### config.mk
export PLATFORM = sky130hd
export DESIGN_NAME = div_iter_param_flat
export DESIGN_NICKNAME = d
export VERILOG_FILES = /design/src/rtl/div_iter_param_pkg.sv /design/src/rtl/div_iter_param_if.sv /design/src/rtl/div_iter_param_lzc.sv /design/src/rtl/div_iter_param.sv /design/src/flat_wrapper.sv
export SDC_FILE = /design/constraint.sdc
export NUM_CORES = 1
export LEC_CHECK = 0
export CAP_MARGIN = 5
export CORE_UTILIZATION = 60
export CTS_CLUSTER_DIAMETER = 30
export DETAILED_ROUTE_END_ITERATION = 12
export PLACE_DENSITY = 0.82
export SLEW_MARGIN = 15
export SYNTH_ARGS = -nofsm -noshare
export SYNTH_HDL_FRONTEND = slang
export SYNTH_SLANG_ARGS = --single-unit
### constraint.sdc
create_clock -name clk_i -period 7.6 [get_ports clk_i]
set_input_delay 0.76 -clock clk_i [delete_from_list [all_inputs] [get_ports clk_i]]
set_output_delay 0.76 -clock clk_i [all_outputs]
set_load 0.02 [all_outputs]
### src/rtl/div_iter_param_pkg.sv
// rtl/div_iter_param_pkg.sv - shared op encoding, FSM states and constants for the iterative divider
package div_iter_param_pkg;

    localparam int ADDR_BITS = 4;
    localparam int XLEN_MAX  = 64;

    typedef enum logic [3:0] {
        FU_ADD  = 4'd0,
        FU_SUB  = 4'd1,
        FU_MUL  = 4'd4,
        FU_DIV  = 4'd8,
        FU_DIVU = 4'd9,
        FU_REM  = 4'd10,
        FU_REMU = 4'd11
    } fu_op_t;

    typedef enum logic [2:0] {
        IDLE,
        PREP,
        CALC,
        FIX,
        DONE
    } div_state_e;

    function automatic logic is_signed_op(input fu_op_t op);
        return (op == FU_DIV) || (op == FU_REM);
    endfunction

endpackage

### src/rtl/div_iter_param_if.sv
// rtl/div_iter_param_if.sv - request/result handshake bundle between issue logic and the divider
interface div_iter_param_if
    import div_iter_param_pkg::*;
#(
    parameter int XLEN    = 32,
    parameter int ID_BITS = ADDR_BITS
) ();

    logic               in_vld_i;
    logic               in_rdy_o;
    fu_op_t             op_i;
    logic [XLEN-1:0]    op1_i;
    logic [XLEN-1:0]    op2_i;
    logic [ID_BITS-1:0] trans_id_i;
    logic               out_vld_o;
    logic               out_rdy_i;
    logic [ID_BITS-1:0] trans_id_o;
    logic [XLEN-1:0]    result_o;

    modport master (
        output in_vld_i, op_i, op1_i, op2_i, trans_id_i, out_rdy_i,
        input  in_rdy_o, out_vld_o, trans_id_o, result_o
    );

    modport slave (
        input  in_vld_i, op_i, op1_i, op2_i, trans_id_i, out_rdy_i,
        output in_rdy_o, out_vld_o, trans_id_o, result_o
    );

endinterface

### src/rtl/div_iter_param_lzc.sv
// rtl/div_iter_param_lzc.sv - leading (MODE=1) or trailing (MODE=0) zero counter
module div_iter_param_lzc #(
    parameter int WIDTH = 32,
    parameter bit MODE  = 1'b1
) (
    input  logic [WIDTH-1:0]         i_data,
    output logic [$clog2(WIDTH)-1:0] o_cnt,
    output logic                     o_empty
);

    localparam int CW = $clog2(WIDTH);

    // Later hits overwrite earlier ones, so the scan order selects leading vs trailing.
    always_comb begin
        o_cnt = '0;
        for (int i = 0; i < WIDTH; i++) begin
            if (MODE) begin
                if (i_data[i]) o_cnt = CW'(WIDTH - 1 - i);
            end else begin
                if (i_data[WIDTH-1-i]) o_cnt = CW'(WIDTH - 1 - i);
            end
        end
    end

    assign o_empty = ~|i_data;

endmodule

### src/rtl/div_iter_param.sv
// rtl/div_iter_param.sv - radix-2 restoring DIV/DIVU/REM/REMU with leading-zero skip; DIV_EARLY_OUT_EN adds PREP shortcuts
module div_iter_param
    import div_iter_param_pkg::*;
#(
    parameter int XLEN    = 32,
    parameter int ID_BITS = ADDR_BITS
) (
    input  logic            clk_i,
    input  logic            rst_i,
    input  logic            flush_ex_i,
    div_iter_param_if.slave bus
);

    localparam int CW = $clog2(XLEN + 1);
    localparam int LW = $clog2(XLEN);
    localparam logic [XLEN-1:0] MIN_NEG = {1'b1, {(XLEN-1){1'b0}}};

    div_state_e         r_state;
    div_state_e         w_state_nxt;
    fu_op_t             r_op;
    logic [ID_BITS-1:0] r_id;
    logic               r_sign_a;
    logic               r_sign_b;
    logic [XLEN-1:0]    r_op1;
    logic [XLEN-1:0]    r_a;
    logic [XLEN-1:0]    r_b;
    logic [XLEN:0]      r_rem;
    logic [CW-1:0]      r_cnt;
    logic [XLEN-1:0]    r_result;

    logic               w_accept;
    logic               w_sa;
    logic               w_sb;
    logic [XLEN-1:0]    w_abs_a;
    logic [XLEN-1:0]    w_abs_b;
    logic [LW-1:0]      w_lz;
    logic               w_a_zero;
    logic [CW-1:0]      w_n;
    logic [XLEN+1:0]    w_trial;
    logic               w_ge;
    logic               w_div0;
    logic               w_b_one;
    logic               w_ovf;
    logic               w_early;
    logic [XLEN-1:0]    w_qm;
    logic [XLEN-1:0]    w_rm;
    logic [XLEN-1:0]    w_quo;
    logic [XLEN-1:0]    w_rem;
    logic [XLEN-1:0]    w_result;
    logic               w_load_result;

    assign w_accept = bus.in_vld_i & bus.in_rdy_o & ~flush_ex_i;
    assign w_sa     = is_signed_op(bus.op_i) & bus.op1_i[XLEN-1];
    assign w_sb     = is_signed_op(bus.op_i) & bus.op2_i[XLEN-1];
    assign w_abs_a  = w_sa ? -bus.op1_i : bus.op1_i;
    assign w_abs_b  = w_sb ? -bus.op2_i : bus.op2_i;

    div_iter_param_lzc #(
        .WIDTH (XLEN),
        .MODE  (1'b1)
    ) u_lzc (
        .i_data  (r_a),
        .o_cnt   (w_lz),
        .o_empty (w_a_zero)
    );

    assign w_n = w_a_zero ? '0 : (CW'(XLEN) - CW'(w_lz));

    // r_a doubles as the quotient: dividend bits leave at the top, quotient bits enter at the bottom.
    assign w_trial = {r_rem, r_a[XLEN-1]} - {2'b00, r_b};
    assign w_ge    = ~w_trial[XLEN+1];

    assign w_div0  = (r_b == '0);
    assign w_b_one = (r_b == XLEN'(1));
    assign w_ovf   = r_sign_a & r_sign_b & w_b_one & (r_op1 == MIN_NEG);

`ifdef DIV_EARLY_OUT_EN
    assign w_early = w_div0 | w_b_one | (r_a < r_b);
    assign w_qm    = (r_state == PREP) ? (w_b_one ? r_a : '0) : r_a;
    assign w_rm    = (r_state == PREP) ? ((r_a < r_b) ? r_a : '0) : r_rem[XLEN-1:0];
`else
    assign w_early = 1'b0;
    assign w_qm    = r_a;
    assign w_rm    = r_rem[XLEN-1:0];
`endif

    always_comb begin
        w_quo    = w_qm;
        w_rem    = w_rm;
        w_result = '0;
        if (w_div0) begin
            w_quo = '1;
            w_rem = r_op1;
        end else if (w_ovf) begin
            w_quo = r_op1;
            w_rem = '0;
        end else begin
            if (r_sign_a ^ r_sign_b) w_quo = -w_qm;
            if (r_sign_a)            w_rem = -w_rm;
        end
        case (r_op)
            FU_DIV, FU_DIVU: w_result = w_quo;
            FU_REM, FU_REMU: w_result = w_rem;
            default:         w_result = '0;
        endcase
    end

    assign w_load_result = ~flush_ex_i & ((r_state == FIX) | ((r_state == PREP) & w_early));

    always_comb begin
        w_state_nxt = r_state;
        case (r_state)
            IDLE: if (w_accept) w_state_nxt = PREP;
            PREP: begin
                if (w_early)       w_state_nxt = DONE;
                else if (w_a_zero) w_state_nxt = FIX;
                else               w_state_nxt = CALC;
            end
            CALC: if (r_cnt == CW'(1)) w_state_nxt = FIX;
            FIX:  w_state_nxt = DONE;
            DONE: if (bus.out_rdy_i) w_state_nxt = w_accept ? PREP : IDLE;
            default: w_state_nxt = IDLE;
        endcase
        if (flush_ex_i) w_state_nxt = IDLE;
    end

    always_ff @(posedge clk_i or posedge rst_i) begin
        if (rst_i) begin
            r_state  <= IDLE;
            r_op     <= FU_ADD;
            r_id     <= '0;
            r_sign_a <= 1'b0;
            r_sign_b <= 1'b0;
            r_op1    <= '0;
            r_a      <= '0;
            r_b      <= '0;
            r_rem    <= '0;
            r_cnt    <= '0;
            r_result <= '0;
        end else begin
            r_state <= w_state_nxt;
            if (w_accept) begin
                r_op     <= bus.op_i;
                r_id     <= bus.trans_id_i;
                r_sign_a <= w_sa;
                r_sign_b <= w_sb;
                r_op1    <= bus.op1_i;
                r_a      <= w_abs_a;
                r_b      <= w_abs_b;
            end
            if (r_state == PREP) begin
                r_a   <= r_a << w_lz;
                r_rem <= '0;
                r_cnt <= w_n;
            end
            if (r_state == CALC) begin
                r_a   <= {r_a[XLEN-2:0], w_ge};
                r_rem <= w_ge ? w_trial[XLEN:0] : {r_rem[XLEN-1:0], r_a[XLEN-1]};
                r_cnt <= r_cnt - CW'(1);
            end
            if (w_load_result) r_result <= w_result;
        end
    end

    assign bus.in_rdy_o   = (r_state == IDLE) | ((r_state == DONE) & bus.out_rdy_i);
    assign bus.out_vld_o  = (r_state == DONE);
    assign bus.result_o   = r_result;
    assign bus.trans_id_o = r_id;

endmodule

### src/flat_wrapper.sv
// flat-port wrapper written by rule: the top's interface ports become plain ports
module div_iter_param_flat import div_iter_param_pkg::*;
#(
    parameter int XLEN    = 32,
    parameter int ID_BITS = ADDR_BITS
)
  (clk_i, rst_i, flush_ex_i, bus_in_vld_i, bus_op_i, bus_op1_i, bus_op2_i, bus_trans_id_i, bus_out_rdy_i, bus_in_rdy_o, bus_out_vld_o, bus_trans_id_o, bus_result_o);
  div_iter_param_if #(.XLEN(XLEN), .ID_BITS(ID_BITS)) bus_i ();
  input  logic clk_i;
  input  logic rst_i;
  input  logic flush_ex_i;
  input wire logic [$bits(bus_i.in_vld_i)-1:0] bus_in_vld_i;
  input wire logic [$bits(bus_i.op_i)-1:0] bus_op_i;
  input wire logic [$bits(bus_i.op1_i)-1:0] bus_op1_i;
  input wire logic [$bits(bus_i.op2_i)-1:0] bus_op2_i;
  input wire logic [$bits(bus_i.trans_id_i)-1:0] bus_trans_id_i;
  input wire logic [$bits(bus_i.out_rdy_i)-1:0] bus_out_rdy_i;
  output wire logic [$bits(bus_i.in_rdy_o)-1:0] bus_in_rdy_o;
  output wire logic [$bits(bus_i.out_vld_o)-1:0] bus_out_vld_o;
  output wire logic [$bits(bus_i.trans_id_o)-1:0] bus_trans_id_o;
  output wire logic [$bits(bus_i.result_o)-1:0] bus_result_o;
  assign bus_i.in_vld_i = bus_in_vld_i;
  assign bus_i.op_i = bus_op_i;
  assign bus_i.op1_i = bus_op1_i;
  assign bus_i.op2_i = bus_op2_i;
  assign bus_i.trans_id_i = bus_trans_id_i;
  assign bus_i.out_rdy_i = bus_out_rdy_i;
  assign bus_in_rdy_o = bus_i.in_rdy_o;
  assign bus_out_vld_o = bus_i.out_vld_o;
  assign bus_trans_id_o = bus_i.trans_id_o;
  assign bus_result_o = bus_i.result_o;
  div_iter_param #(.XLEN(XLEN), .ID_BITS(ID_BITS)) u_core (.clk_i(clk_i), .rst_i(rst_i), .flush_ex_i(flush_ex_i), .bus(bus_i));
endmodule
After elaboration in Yosys (flattened, before gate mapping)
Cells that the tools add are included.
{"block": "op_classes", "addsub": 7, "eq_ne": 16, "shift": 1, "mux": 57, "bitwise": 13, "reduce_logical": 9}
{"operator": "$mux W32", "n": 11}
{"operator": "$mux W5", "n": 32}
{"operator": "$neg A32 Y32", "n": 4}
{"operator": "$mux W33", "n": 3}
{"operator": "$pmux W32 S2", "n": 1}
{"operator": "$sub A34 B32 Y34", "n": 1}
{"operator": "$eq A32 B1 Y1 const B", "n": 1}
{"operator": "$eq A32 B32 Y1 const B", "n": 1}
{"operator": "$logic_not A32 Y1", "n": 1}
{"operator": "$reduce_or A32 Y1", "n": 1}
{"operator": "$shl A32 B5 Y32", "n": 1}
{"operator": "$eq A4 B4 Y1 const B", "n": 6}
{"operator": "$mux W6", "n": 3}
{"operator": "$pmux W3 S5", "n": 1}
{"operator": "$mux W3", "n": 4}
{"operator": "$and A1 B1 Y1", "n": 9}
{"operator": "$eq A3 B2 Y1 const B", "n": 2}
{"operator": "$eq A6 B1 Y1 const B", "n": 1}
{"operator": "$ne A3 B2 Y1 const B", "n": 2}
{"operator": "$sub A6 B1 Y6 const B", "n": 1}
{"operator": "$sub A6 B5 Y6 const A", "n": 1}
{"operator": "$reduce_or A2 Y1", "n": 2}
{"operator": "$eq A3 B1 Y1 const B", "n": 1}
{"operator": "$eq A3 B3 Y1 const B", "n": 1}
{"operator": "10 further kinds", "n": 12}
{"block": "word_totals", "ff_bits": 180, "input_bits": 77, "output_inout_bits": 38, "word_cells": 114}

Depth between registers and ports, before layout
Gate-level depths: netlist (run 1).
{"block": "depth", "word_depth": 36, "depth_mapped": 16, "ltp_nobuf": 14}

Hierarchy
Synthesis (run 1) repeated with hierarchy kept, for this count alone.
{"block": "hier_totals", "hier_cells": 1841, "area_unflattened_um2": 14590.2}
{"mod": "div_iter_param", "n_inst": 1, "cells_per_inst": 1772, "area_per_inst_um2": 14209.9}
{"mod": "div_iter_param_lzc", "n_inst": 1, "cells_per_inst": 69, "area_per_inst_um2": 380.4}

Worst setup path after synthesis (run 1)
No wires, ideal clock.
{"block": "synth_path", "path_kind": "reg2reg", "from": "reg u_core.r_a[31]", "to": "reg u_core.r_rem[32]", "t_arrival_ns": 3.235, "required_time_ns": 7.534, "path_slack_ns": 4.299, "stages_incl_launch_ff": 16, "path_buffers": 1, "synth_period_minus_slack_ns": 3.301, "path_cell_list": "dfrtp_1 > clkbuf_1 > inv_1 > ha_1 > inv_1 > fa_1 > a21oi_1 > nor2_1 > o311ai_0 > nand2_1 > o21ai_1 > o21ai_0 > o41a_1 > a2111oi_0 > mux2i_1 > nand2_1"}
{"block": "synth_between", "elab_chain_len": 3}
{"item": "from (decl)", "line_no": "div_iter_param.sv:25", "rtl": "logic [XLEN-1:0] r_a;"}
{"item": "from (signal assigned)", "line_no": "div_iter_param.sv:148", "rtl": "r_a <= w_abs_a;"}
{"item": "from (signal assigned)", "line_no": "div_iter_param.sv:152", "rtl": "r_a <= r_a << w_lz;"}
{"item": "from (signal assigned)", "line_no": "div_iter_param.sv:157", "rtl": "r_a <= {r_a[XLEN-2:0], w_ge};"}
{"item": "$sub A34 B32 Y34", "line_no": "div_iter_param.sv:70", "rtl": "assign w_trial = {r_rem, r_a[XLEN-1]} - {2'b00, r_b};"}
{"item": "$mux W33", "line_no": "div_iter_param.sv:158", "rtl": "r_rem <= w_ge ? w_trial[XLEN:0] : {r_rem[XLEN-1:0], r_a[XLEN-1]};"}
{"item": "$mux W33", "line_no": "div_iter_param.sv:156", "rtl": "if (r_state == CALC) begin"}
{"item": "to (signal assigned)", "line_no": "div_iter_param.sv:158"}
{"item": "to (decl)", "line_no": "div_iter_param.sv:27", "rtl": "logic [XLEN:0] r_rem;"}
Every way passes these cells.
A chain may end at the register's enable or synchronous reset.

Final worst setup path (run 1)
{"block": "layout_path", "from": "reg u_core.r_a[1]", "to": "reg u_core.r_a[30]"}
{"block": "layout_between", "elab_chain_len": 34}
{"item": "$mux W5 (31 in a row)", "line_no": "div_iter_param_lzc.sv:18", "rtl": "if (i_data[i]) o_cnt = CW'(WIDTH - 1 - i);"}
{"item": "$shl A32 B5 Y32 (*)", "line_no": "div_iter_param.sv:152"}
{"item": "$mux W32 (*)", "line_no": "div_iter_param.sv:151", "rtl": "if (r_state == PREP) begin"}
{"item": "$mux W32 (*)", "line_no": "div_iter_param.sv:156"}
Mark *: on every way between the ends. The rest lies on a longest branch, timed or not.

==> results of run 1 <==
[state kept, by name, summed over array words and instances, names as in the netlist]
signal / flops
u_core.r_state: 3
u_core.bus.result_o: 32
u_core.r_b: 32
u_core.bus.trans_id_o: 4
u_core.r_cnt: 6
u_core.r_op1: 32
u_core.r_a: 32
u_core.r_rem: 33
u_core.r_sign_b: 1
u_core.r_op: 3
u_core.r_sign_a: 1
[metrics by stage]
step | power [mW] | utilization
after detailed placement | 4.68 | 0.667
after global placement | 4.64 | 0.667
after global routing | 6.03 | 0.693
after floorplan | 3.82 | -
final | 5.74 | 0.693
after CTS | 5.63 | 0.693
[power by group through the flow]
stage                     Sequential [mW]  Clock, mW  Combinational, mW
final                                1.64      0.932               3.17
after global routing                 1.66      0.971               3.40
after CTS                            1.61      0.933               3.08
after detailed placement             1.63          0               3.05
after global placement               1.62          0               3.02
after floorplan                      1.37          0               2.45
[placed cells by master, fill, tap and decap left out, drive strengths merged, types with 8 or more instances in the layout]
cell | Yosys | routed
inv | 70 | 80
a22o | 27 | 27
clkbuf | 103 | 17
o21a | 9 | 9
and2 | 17 | 17
nor2 | 114 | 114
nor2b | 12 | 12
mux2i | 68 | 68
or4 | 8 | 8
a21oi | 145 | 145
o22a | 9 | 9
buf | 18 | 20
and3 | 8 | 8
nor3 | 34 | 34
a31oi | 16 | 16
a21o | 9 | 9
nand2b | 11 | 11
dfrtp | 179 | 179
a221oi | 11 | 11
clkdlybuf4s50 | 0 | 114
a21boi | 11 | 11
o211ai | 20 | 20
o21bai | 8 | 8
mux2 | 48 | 48
ha | 42 | 42
nand2 | 167 | 167
xnor2 | 93 | 93
nand3 | 46 | 46
o41ai | 11 | 11
o22ai | 43 | 43
nor4 | 32 | 32
o31ai | 32 | 32
nand4 | 11 | 11
o221ai | 14 | 14
o21ai | 157 | 157
a22oi | 16 | 16
xor2 | 57 | 57
a211oi | 10 | 10
or2 | 10 | 10
[worst min-delay path by stage]
stage | startpoint | end | slack, ps | cells after the start
after floorplan | u_core.r_b[15] | u_core.r_b[15] | 450 | 2
after global placement | u_core.r_b[4] | u_core.r_b[4] | 460 | 2
after detailed placement | u_core.bus.result_o[0] | u_core.bus.result_o[0] | 470 | 2
after CTS | u_core.bus.result_o[0] | u_core.bus.result_o[0] | 490 | 2
after global routing | u_core.bus.result_o[0] | u_core.bus.result_o[0] | 510 | 2
final | u_core.bus.result_o[0] | u_core.bus.result_o[0] | 490 | 2
[cell families after synthesis]
| family | after synthesis | synth area share |
|---|---|---|
| compound gates | 590 | 0.262 |
| simple gates | 491 | 0.165 |
| flops | 179 | 0.308 |
| buf+inv | 191 | 0.0520 |
| fa+ha+maj | 43 | 0.0376 |
| xor+xnor | 150 | 0.0910 |
| mux | 116 | 0.0841 |
[synthesized netlist by cell type (11+ instances only)]
cell | count | area share
mux2_2 | 46 | 0.036
a221oi_1 | 11 | 0.0066
nor4_1 | 29 | 0.012
nor2_1 | 114 | 0.029
nand2_1 | 166 | 0.043
dfrtp_1 | 179 | 0.31
nand2b_1 | 11 | 0.0047
o221ai_1 | 14 | 0.0084
a22oi_1 | 16 | 0.0083
and2_1 | 16 | 0.0069
a22o_1 | 27 | 0.016
nor2b_1 | 12 | 0.0052
buf_2 | 17 | 0.0059
o31ai_1 | 31 | 0.016
xor2_1 | 57 | 0.034
xnor2_1 | 92 | 0.055
mux2i_1 | 68 | 0.047
a31oi_1 | 16 | 0.0069
inv_1 | 68 | 0.018
o21ai_1 | 45 | 0.016
nor3_1 | 31 | 0.011
nand4_1 | 11 | 0.0047
o22ai_1 | 43 | 0.019
ha_1 | 42 | 0.036
nand3_1 | 45 | 0.016
o211ai_1 | 20 | 0.010
clkbuf_1 | 101 | 0.026
o21ai_0 | 111 | 0.038
a21oi_1 | 145 | 0.050
[critical path: stages (launching register included)]
cell and delay [ps]:
dfrtp_1 440, inv_1 210, ha_1 190, o21bai_1 60, a21oi_1 150, o21ai_0 140
a2111oi_0 880, or2_1 190, buf_4 320, inv_2 340, ha_1 360, a31oi_1 360
nor2_1 80, a21oi_1 200, o2111ai_1 140, o211ai_1 140
[layer usage]
layer,wire length (um),up-vias
met5,0,-
met4,3040,0
met3,5350,199
met2,23000,975
met1,19800,6956
li1,-,6541
[area by class of cell]
type | instances | area [um2]
multi-input combinational | 1390 | 9320
inverter | 70 | 268
clock inverter | 15 | 191
clock buffer | 17 | 425
sequential | 179 | 4480
fill | 1965 | 7240
tap | 319 | 399
timing repair buffer | 134 | 1290
==> run summary, run 1 <==
status = finished clean
Post-synth EDFFs = 0
num ports = 115
HP Class = reg2reg
non-filler cells, final = 2,124
flops & latches, synth = 179
Final TNS setup = 0 ps
Setup crit end = u_core.r_a[30]
drt pass-1 iters = 6
Avg WL per Cell = 24.1 um
mapped cell area = 14,500 um2
RR Endpoint = u_core.r_a[30]
Clock Skews = 17.1 ps
DRC viols = 0
register area share after synthesis = 0.308
layout cells sized above 1 = 0.0748
Post-CTS Hold Fix Bufs = 0
post-route setup slack = 3280 ps
Switching Share = 0.490
Placement Setup Slack = 3520 ps
share of power burned in the clock network = 0.162
first-pass GRT wire length = 78,500 um
number of gates resized after CTS = 0
final worst-path cycle share = 0.568
Crit. Startpoint = u_core.r_a[1]
Slew headroom = 0.293
Area growth, synth to finish = 12.8%
Post-CTS Setup Inserts = 0
Max Clk Rate = 232 MHz
met1 global-route usage = 0.548
Final nets = 1,912
Psw = 2.81 mW
DIE WIDTH = 158 um
synth unique cells = 90
H-tree Lvls = 4
syn_nets = 1,880
M2 GR Usage = 0.662
Avg Cell Area, Syn = 8.25 um2
hold slack = 489 ps
largest net degree at the start of global routing = 71
vias in the first global route = 13,500
grt peak-use layer = met2
gpl congestion = 1.02
clk sinks = 179
Worst Tran Pin Value = 1060 ps
Root Driver = clkbuf_16
sequential fraction of design power = 0.286
drt via density = 6.91
dpl hpwl = 38,100 um
warnings from Yosys = 0
Setup-failing EPs final = 0
pins over their slew limit = 0
endpoint class of the critical path = flop
die height = 158 um
initial antenna violation count = 0
Post-DP Area = 15,800 um2
Async S/R FF share, synth = 1.00
Final Cell Area = 16,400 um2
Num CTS Buffers = 17
crit-path max FO = 24
max-cap violation count = 0
RSZ-0062 raised after global routing = no
row count = 56
Int Power = 2.93 mW
vias post-DR = 14,700
final wirelength = 51,200 um
die area = 24,800 um2
met3 usage = 0.0813
Clk Latency, worst-skew pair = 460 ps
grt ovf = 0
Crit Path Class = reg2reg
Cells after DPL = 2,092
Crit Reg-Reg Startpoint = u_core.r_a[1]
CTS tree = done
Synth Flop Type = dfrtp_1
R2R depth = 15
port buffer count = 114
Final ANT Viol Nets = 0
Longest Clk Path Bufs = 2
FF-to-FF setup slack = 3280 ps
Post-Synthesis Cells = 1,760
Crit path arrival time = 4680 ps
Initial Util = 0.615
Combinational Power Share = 0.552
CP required = 7970 ps
final critical path time including I/O delays and setup = 4320 ps
Core Area = 23,600 um2
diode count = 0
Clock transition at path regs = 80 ps
initial DRC count = 2,071
VDD IR-drop max = 0.000279 V
Critical Path Start Type = flop
Leak Pwr = 6.56 nW
P per Cell Area = 351 nW/um2
GR Util All Layers = 0.421
Hold Violations, Final = 0
Note: power is estimated with default switching activity, not from simulation.
==> run 2, diff against run 1 <==
--- a/config.mk
+++ b/config.mk
@@ -6,10 +6,10 @@
 export NUM_CORES = 1
 export LEC_CHECK = 0
 export CAP_MARGIN = 5
-export CORE_UTILIZATION = 60
+export CORE_UTILIZATION = 54
 export CTS_CLUSTER_DIAMETER = 30
 export DETAILED_ROUTE_END_ITERATION = 12
-export PLACE_DENSITY = 0.82
+export PLACE_DENSITY = 0.78
 export SLEW_MARGIN = 15
 export SYNTH_ARGS = -nofsm -noshare
 export SYNTH_HDL_FRONTEND = slang
==> constraint.sdc (replaced) <==
create_clock -name clk_i -period 3.7 [get_ports clk_i]
set_input_delay 0.37 -clock clk_i [delete_from_list [all_inputs] [get_ports clk_i]]
set_output_delay 0.37 -clock clk_i [all_outputs]
set_load 0.02 [all_outputs]
==> run 2 against run 1 <==
The flow now finishes with violations (design-rule violations); sequential power is 88% higher; sequential share of layout area fell by 1.4 points; combinational power is 140% higher; cell area up 5.4%; global-route usage fell by 4.9 points; largest power group unchanged; highest routed layer unchanged.
==> run summary, run 2 (synthesis results as in run 1) <==
Final nets = 2,020
Clock Skews = 15.7 ps
post-route setup slack = 63.9 ps
Crit path arrival time = 3930 ps
Initial Util = 0.554
Max Clk Rate = 275 MHz
vias in the first global route = 13,900
Hold Violations, Final = 0
largest net degree at the start of global routing = 129
Crit Reg-Reg Startpoint = u_core.r_a[1]
diode count = 0
port buffer count = 114
vias post-DR = 15,000
first-pass GRT wire length = 80,100 um
CP required = 3990 ps
hold slack = 433 ps
Worst Tran Pin Value = 860 ps
FF-to-FF setup slack = 60 ps
max-cap violation count = 0
most common cell after layout, fill and taps aside = dfrtp_1
DRC viols = 8
Root Driver = clkbuf_16
num ports = 115
Slew headroom = 0.427
final critical path time including I/O delays and setup = 3640 ps
Crit Path Class = reg2reg
layout cells sized above 1 = 0.127
Area growth, synth to finish = 18.9%
Core Area = 26,200 um2
largest register by flop count = u_core.r_rem
Largest register FFs = 33
endpoint class of the critical path = flop
Longest Clk Path Bufs = 2
pins over their slew limit = 0
Clk Latency, worst-skew pair = 440 ps
grt ovf = 0
Setup-failing EPs final = 0
Critical Path Start Type = flop
Clock transition at path regs = 90 ps
final wirelength = 51,700 um
Final ANT Viol Nets = 0
clk sinks = 179
initial antenna violation count = 0
failing checks = design-rule violations
row count = 59
Final Cell Area = 17,300 um2
HP Class = in2async
Placement Setup Slack = 109 ps
status = finished with violations
crit-path max FO = 14
GR Util All Layers = 0.372
CTS tree = done
RR Endpoint = u_core.r_a[31]
die height = 166 um
dpl hpwl = 39,400 um
P per Cell Area = 733 nW/um2
total power = 12.6 mW
die area = 27,600 um2
drt pass-1 iters = 10
initial DRC count = 1,917
H-tree Lvls = 4
DIE WIDTH = 166 um
Leak Pwr = 7.11 nW
Num CTS Buffers = 17
VDD IR-drop max = 0.000408 V
Post-DP Area = 16,600 um2
final worst-path cycle share = 0.983
commonest non-fill, non-tap cells in the layout = dfrtp_1 (179), nand2_1 (166), a21oi_1 (145), buf_4 (121), clkdlybuf4s50_1 (114)
Avg WL per Cell = 23.0 um
gpl congestion = 1.03
R2R depth = 12
Cells after DPL = 2,210
non-filler cells, final = 2,248
drt via density = 6.67
==> run 2: cell type report <==
| cell class | instances | area (um2) |
|---|---|---|
| sequential | 179 | 4480 |
| clock inverter | 13 | 141 |
| fill | 2214 | 8940 |
| inverter | 70 | 267 |
| multi-input combinational | 1391 | 9340 |
| clock buffer | 19 | 443 |
| tap | 335 | 419 |
| timing repair buffer | 241 | 2170 |
==> run 2: what timing repair did <==
| item | 4_1_cts | 5_1_grt |
|---|---|---|
| hold buffers | 0 | 0 |
| buffers inserted | 0 | 5 |
| setup endpoints to repair | 0 | 30 |
| resized for setup | 0 | 4 |
==> run 2: routing by layer <==
layer / vias to the layer above / routed length, um / track usage
li1: 6741 / - / -
met1: 7148 / 20600 / 0.497
met2: 944 / 23400 / 0.589
met3: 161 / 5260 / 0.0691
met4: 0 / 2460 / 0.164
met5: - / 0 / 0
==> run 2: report_power, final <==
| group | internal [mW] | total [mW] | switching, mW | leakage [nW] |
|---|---|---|---|---|
| sequential | 2.41 | 3.08 | 0.677 | 2.24 |
| combinational | 3.40 | 7.72 | 4.32 | 4.59 |
| clock | 0.919 | 1.84 | 0.923 | 0.279 |
| total | 6.72 | 12.6 | 5.92 | 7.11 |
==> run 2: worst max path at each step <==
| stage | depth (start not counted) | startpoint | end | slack [ps] |
|---|---|---|---|---|
| 2_1_floorplan | 15 | u_core.r_a[31] | u_core.r_rem[32] | 400 |
| 3_3_place_gp | 14 | u_core.r_a[1] | u_core.r_a[30] | 110 |
| 3_5_place_dp | 14 | u_core.r_a[1] | u_core.r_a[30] | 110 |
| 4_1_cts | 14 | u_core.r_a[1] | u_core.r_a[30] | 50 |
| 5_1_grt | 15 | u_core.r_a[31] | u_core.r_rem[32] | -9 |
| 6_report | 12 | u_core.r_a[1] | u_core.r_a[31] | 60 |
==> run 2: critical path, cell delays in order, from the launching register on <==
cell and delay, ps:
dfrtp_1 390, inv_1 240, ha_1 210, o21bai_1 60
a21oi_1 150, o21ai_0 120, a2111oi_1 540, or2_1 340
buf_4 270, mux2i_1 300, mux2i_1 140, mux2_2 370
o22ai_1 360
==> run 2: per-stage QoR <==
stage	utilization	setup TNS, ps
final	0.659	0
after global routing	0.659	-8.53
after CTS	0.656	0
after detailed placement	0.634	0
after global placement	0.634	0
after floorplan	-	0
